==> config.mk <==
export PLATFORM = sky130hd
export DESIGN_NAME = fsk_tape_encoder
export DESIGN_NICKNAME = d
export VERILOG_FILES = /design/src/rtl/fsk_tape_encoder.sv
export SDC_FILE = /design/constraint.sdc
export NUM_CORES = 1
export LEC_CHECK = 0
export ABC_AREA = 0
export BUFFER_PORTS_ARGS = -buffer_cell sky130_fd_sc_hd__buf_2
export CORE_ASPECT_RATIO = 0.9
export CORE_MARGIN = 2
export CORE_UTILIZATION = 40
export CTS_CLUSTER_DIAMETER = 200
export CTS_CLUSTER_SIZE = 14
export DETAILED_ROUTE_END_ITERATION = 16
export GPL_TIMING_DRIVEN = 0
export PLACE_DENSITY = 0.65
export SYNTH_ARGS = -nofsm -noshare
export SYNTH_HDL_FRONTEND = slang
export SYNTH_SLANG_ARGS = --single-unit
export TNS_END_PERCENT = 5
==> constraint.sdc <==
create_clock -name clk -period 3.25 [get_ports clk]
set_input_delay 0.325 -clock clk [delete_from_list [all_inputs] [get_ports clk]]
set_output_delay 0.325 -clock clk [all_outputs]
set_load 0.05 [all_outputs]
==> src/rtl/fsk_tape_encoder.sv <==
// FSK cassette-tape encoder: a word FIFO feeds a shift register whose bits are sent as
// square-wave symbols, timed by a phase accumulator stepped on rising edges of Q.
module fsk_tape_encoder #(
    parameter int              ACC_W     = 24,
    parameter logic [ACC_W-1:0] STP      = 24'd90687,
    parameter int              BITS      = 8,
    parameter int              DEPTH     = 4,
    parameter int              TICKS1    = 2,
    parameter int              TICKS0    = 4,
    parameter int              LSB_FIRST = 1,
    parameter logic            IDLE_LVL  = 1'b0
) (
    input  logic            clk,
    input  logic            reset,
    input  logic            Q,
    input  logic            wr,
    input  logic [BITS-1:0] din,
    input  logic            abort,
    output logic            full,
    output logic            busy,
    output logic            done,
    output logic            ovf,
    output logic            dout
);

    localparam int TMAX  = (TICKS0 > TICKS1) ? TICKS0 : TICKS1;
    localparam int TC_W  = $clog2(TMAX);
    localparam int BC_W  = $clog2(BITS) + 1;
    localparam int PTR_W = $clog2(DEPTH);

    localparam logic [TC_W-1:0]  T1_LAST = TC_W'(TICKS1 - 1);
    localparam logic [TC_W-1:0]  T0_LAST = TC_W'(TICKS0 - 1);
    localparam logic [TC_W-1:0]  T1_HALF = TC_W'(TICKS1 / 2);
    localparam logic [TC_W-1:0]  T0_HALF = TC_W'(TICKS0 / 2);
    localparam logic [BC_W-1:0]  BC_LAST = BC_W'(BITS - 1);
    localparam logic [PTR_W:0]   CNT_FULL = (PTR_W + 1)'(DEPTH);

    localparam logic [0:0] S_IDLE = 1'b0;
    localparam logic [0:0] S_SEND = 1'b1;

    if (BITS < 1 || BITS > 16 || DEPTH < 2 || DEPTH > 16 || (DEPTH & (DEPTH - 1)) != 0 ||
        TICKS1 < 2 || TICKS0 < 2 || (TICKS1 % 2) != 0 || (TICKS0 % 2) != 0) begin : g_bad_param
        $error("fsk_tape_encoder: illegal parameter combination");
    end

    logic [0:0]       state;
    logic             q_d;
    logic             tick;
    logic [ACC_W-1:0] acc;
    logic [ACC_W:0]   acc_sum;
    logic [BITS-1:0]  mem [DEPTH];
    logic [PTR_W-1:0] rd_ptr, wr_ptr;
    logic [PTR_W:0]   count;
    logic [BITS-1:0]  shreg, shreg_next;
    logic [BC_W-1:0]  bitcnt;
    logic [TC_W-1:0]  tickcnt, t_last, t_half;
    logic             sending, qedge, cur_bit, sym_end, word_end, empty, push, pop;

    always_comb begin
        acc_sum    = {1'b0, acc} + {1'b0, STP};
        qedge      = Q & ~q_d;
        sending    = (state == S_SEND);
        cur_bit    = (LSB_FIRST != 0) ? shreg[0] : shreg[BITS-1];
        shreg_next = (LSB_FIRST != 0) ? (shreg >> 1) : (shreg << 1);
        t_last     = cur_bit ? T1_LAST : T0_LAST;
        t_half     = cur_bit ? T1_HALF : T0_HALF;
        sym_end    = sending && tick && (tickcnt == t_last);
        word_end   = sym_end && (bitcnt == BC_LAST);
        empty      = (count == '0);
        full       = (count == CNT_FULL);
        // A pop happens on a load from IDLE or at a word boundary; abort suppresses both.
        pop        = !abort && !empty && (!sending || word_end);
        push       = wr && !full && !abort;
        done       = word_end && !abort;
        busy       = sending;
        dout       = sending ? (tickcnt < t_half) : IDLE_LVL;
    end

    // NOTE: the FIFO storage has no reset; emptiness is tracked by count alone.
    always_ff @(posedge clk) begin
        if (push) mem[wr_ptr] <= din;
    end

    always_ff @(posedge clk or posedge reset) begin
        if (reset) begin
            state   <= S_IDLE;
            q_d     <= 1'b0;
            tick    <= 1'b0;
            acc     <= '0;
            rd_ptr  <= '0;
            wr_ptr  <= '0;
            count   <= '0;
            shreg   <= '0;
            bitcnt  <= '0;
            tickcnt <= '0;
            ovf     <= 1'b0;
        end else begin
            q_d <= Q;
            if (wr && full && !abort) ovf <= 1'b1;
            if (abort) begin
                state   <= S_IDLE;
                tick    <= 1'b0;
                acc     <= '0;
                rd_ptr  <= '0;
                wr_ptr  <= '0;
                count   <= '0;
                bitcnt  <= '0;
                tickcnt <= '0;
            end else begin
                if (push) wr_ptr <= wr_ptr + 1'b1;
                if (pop)  rd_ptr <= rd_ptr + 1'b1;
                count <= count + (PTR_W + 1)'(push) - (PTR_W + 1)'(pop);

                tick <= 1'b0;
                if (sending && qedge) begin
                    acc  <= acc_sum[ACC_W-1:0];
                    tick <= acc_sum[ACC_W];
                end

                if (!sending) begin
                    if (pop) begin
                        shreg   <= mem[rd_ptr];
                        bitcnt  <= '0;
                        tickcnt <= '0;
                        acc     <= '0;
                        state   <= S_SEND;
                    end
                end else if (tick) begin
                    if (sym_end) begin
                        tickcnt <= '0;
                        bitcnt  <= bitcnt + 1'b1;
                        shreg   <= shreg_next;
                        // Back-to-back words keep the accumulator phase so dout has no gap.
                        if (word_end) begin
                            if (pop) begin
                                shreg  <= mem[rd_ptr];
                                bitcnt <= '0;
                            end else begin
                                state <= S_IDLE;
                            end
                        end
                    end else begin
                        tickcnt <= tickcnt + 1'b1;
                    end
                end
            end
        end
    end

endmodule

==> impl_results.md <==
* Outcome: finished, final reports clean
* Critical path's largest stage delay at ~420 ps
* Mean area per synthesized cell at ~12 um2
* First-pass GRT wire length at 13840 um
* Via count at between 2000 and 3000
* Die W at around 110 um
* Design Power at slightly above 0.003 W
* Slew at the pin with the worst max-slew slack at between 900 and 1000 ps
* Area of the core at 9699 um2
* Asr flop ratio synth at 0.6049
* Port Buffers at 17
* Via count of the first global-routing pass at around 2700
* Number of top-level pins at 18
* Highest fanout seen on the critical path at 7
* Setup crit end kind: flip-flop
* Filler instances at approximately 920
* Data arrival time of the worst path at around 3100 ps
* Number of max-cap violations at 0
* Post-synthesis sequential area ratio at 0.5464
* Synthesized netlist cell count at between 300 and 400
* Area added between synthesis and finish at 12.69%
* Detailed Routing Iterations Pass 1 at 4
* DPL Wire Length at about 5700 um
* Post-DR vias/cell at between 5 and 6
* Die Height at approximately 99 um
* Antenna-violating nets left at 0
* Net count after synthesis at between 300 and 400
* Sort of element at the start of the critical path: flip-flop
* Share of post-route cells with drive strength above 1 at 0.1693
* Number of enable-type register cells in the synthesized netlist at 32
* Worst path most repeated cell: sky130_fd_sc_hd__ha_1
* Placement Rows at 34
* Start-to-end type of the worst setup path: reg -> reg
* Routability congestion estimate from global placement at slightly above 0.8
* Data required time of the critical path at around 3500 ps
* Share of the core filled with cells at 0.4650
* Num CTS Buffers at 9
* Routed WL at approximately 8100 um
* Seq cells post-synth at 81
* Fraction of the cycle the final worst path needs at 0.8872
* Violation count after the first detailed-route iteration at 140
* Maximum count of clock buffers along a single path at 2
* Source-to-sink clock delay at the later pin of the worst-skew pair at about 370 ps
* Cell type of the slowest stage on the worst timing path: sky130_fd_sc_hd__dfrtp_1
* Count of cell types in the netlist at between 50 and 60
* Maximum vdd ir drop at roughly 0.29 mV
* Fmax at roughly 350 MHz
* Setup clock skew after layout at 11.05 ps
* Total track usage at 0.1662
* PD cells at about 690 nW/um2
* Post-synth design cell area at 4003 um2
* Number of clock sinks at 81
* Pin count of the biggest net entering global routing at 39
* Total Die Area at 10820 um2
* Clock transition at path regs at roughly 90 ps
* Period minus WS final at between 2000 and 3000 ps
* Ant. Diodes at 0
* Count of endpoints failing hold in the final timing report at 0
* Relative max-transition margin at 0.3688
* Post-route setup TNS at 0 ps
* Initial standard-cell utilization of the core at 0.4127
* Detailed-route wire length per cell at about 16 um
* Clock root buffer: sky130_fd_sc_hd__clkbuf_8
* GRT Residual Overflow at 0
* Static leakage at 1.763 nW
* CTS tree: built
* CTS H-tree lvls at 3
* Ordered cell list for the critical path: ha_1 > and4_1 > buf_2 > a21oi_1 > nor3_1 > ha_1 > inv_1 > ha_1 > inv_1 > fa_1 > xor2_1 > xnor2_1 > nor2_1
* Number of antenna violations at the first check in global routing at 0
* Net count reported at finish at ~400
* DR DRC count at 0
* Setup repair after global routing missed its margin: false
* Number of warnings reported in the yosys synthesis log at 0
* Count of pins over their slew limit at 0
* Type of the worst min-delay path: in -> reg
* Main synth FF type: sky130_fd_sc_hd__dfrtp_1
* Final setup violating endpoints at 0
-- layer usage --
| layer | track usage | share of wire | up-vias |
|---|---|---|---|
| met5 | 0 | 0 | - |
| met4 | 0.04966 | 0.017 | 0 |
| met3 | 0.04101 | 0.031 | 8 |
| met2 | 0.2464 | 0.46 | 38 |
| met1 | 0.2417 | 0.49 | 1339 |
| li1 | - | - | 1315 |
-- worst paths after layout --
| kind | start | end | slack (ps) | depth (start not counted) |
|---|---|---|---|---|
| max in group asynchronous | reset | acc[18] | 2310 | 4 |
| min | Q | q_d | 90 | 1 |
| max | shreg[0] | count[2] | 370 | 13 |
| min in group asynchronous | reset | shreg[5] | 440 | 3 |
| max reg2reg | shreg[0] | count[2] | 370 | 13 |
| min reg2reg | ovf | ovf | 470 | 1 |
-- cells by family after synthesis --
| family | after synthesis | synth area share |
|---|---|---|
| AO/OA/AOI/OAI | 62 | 0.1079 |
| XOR/XNOR | 13 | 0.02845 |
| flip-flops | 81 | 0.5464 |
| adder cells (fa/ha/maj) | 10 | 0.03314 |
| buffers and inverters | 31 | 0.03532 |
| multiplexers | 30 | 0.1013 |
| AND/OR/NAND/NOR | 116 | 0.1475 |
-- what timing repair did --
| action | CTS | global route |
|---|---|---|
| endpoints found under the setup margin | 0 | 0 |
| buffers inserted | 0 | 0 |
| hold buffers | 1 | 0 |
| resized for setup | 0 | 0 |
| hold endpoints to repair | 11 | 0 |
-- Yosys cell counts, types with 7 or more instances --
| cell type | count | share of area |
|---|---|---|
| sky130_fd_sc_hd__inv_1 | 16 | 0.015 |
| sky130_fd_sc_hd__nand2_1 | 23 | 0.022 |
| sky130_fd_sc_hd__nand3_1 | 8 | 0.010 |
| sky130_fd_sc_hd__edfxtp_1 | 32 | 0.24 |
| sky130_fd_sc_hd__mux4_2 | 8 | 0.045 |
| sky130_fd_sc_hd__xnor2_1 | 7 | 0.015 |
| sky130_fd_sc_hd__ha_1 | 9 | 0.028 |
| sky130_fd_sc_hd__o21ai_0 | 9 | 0.011 |
| sky130_fd_sc_hd__a21oi_1 | 18 | 0.023 |
| sky130_fd_sc_hd__nor2_1 | 35 | 0.033 |
| sky130_fd_sc_hd__dfrtp_1 | 49 | 0.31 |
| sky130_fd_sc_hd__nand2b_1 | 10 | 0.016 |
| sky130_fd_sc_hd__mux2i_1 | 18 | 0.045 |
-- power by group --
part | internal (W) | total [W] | switching (W)
Clock | 0.000449 | 0.000870 | 0.000421
Sequential | 0.00119 | 0.00128 | 0.0000891
Combinational | 0.000358 | 0.000946 | 0.000588
-- state kept, by name, summed over array words and instances, names as in the netlist --
register	flops
ovf	1
wr_ptr	2
mem	32
tickcnt	2
q_d	1
rd_ptr	2
bitcnt	4
tick	1
count	3
shreg	8
acc	24
busy	1
-- placed cells by master, fill, tap and decap left out, types with 9 or more instances in the layout --
cell type,count
sky130_fd_sc_hd__nor2_1,35
sky130_fd_sc_hd__a21oi_1,18
sky130_fd_sc_hd__buf_2,21
sky130_fd_sc_hd__dfrtp_1,49
sky130_fd_sc_hd__ha_1,9
sky130_fd_sc_hd__mux2i_1,18
sky130_fd_sc_hd__nand2b_1,10
sky130_fd_sc_hd__clkbuf_8,9
sky130_fd_sc_hd__nand2_1,23
sky130_fd_sc_hd__edfxtp_1,32
sky130_fd_sc_hd__inv_1,15
sky130_fd_sc_hd__o21ai_0,9
-- cell type report --
class / instances / area [um2] / share of cell area
clock buffer: 9 / 123.9 / 0.02746
tap: 126 / 157.7 / 0.03495
multi-input combinational: 231 / 1679 / 0.3723
inverter: 16 / 60.06 / 0.01331
clock inverter: 7 / 106.4 / 0.02358
sequential: 81 / 2187 / 0.4849
timing repair buffer: 19 / 115.1 / 0.02552
buffer: 15 / 81.33 / 0.01803
-- metrics by stage --
stage	hold slack, ps	cell area [um2]	worst slack, ps	instances
after detailed placement	294.1	4270	370.4	487
final	89.39	4511	366.5	504
after global placement	446.2	4250	425.0	486
after global routing	75.42	4511	190.1	504
after CTS	73.36	4511	339.3	504
after floorplan	356.4	4008	556.3	343
-- worst max-delay path, delay by kind of cell (launching register included) --
family	cells	cell delay [ps]
simple gates	3	350
flops	1	420
buf+inv	3	290
xor+xnor	2	310
compound gates	1	240
fa+ha+maj	4	1170
(Power assumes the default switching activity.)
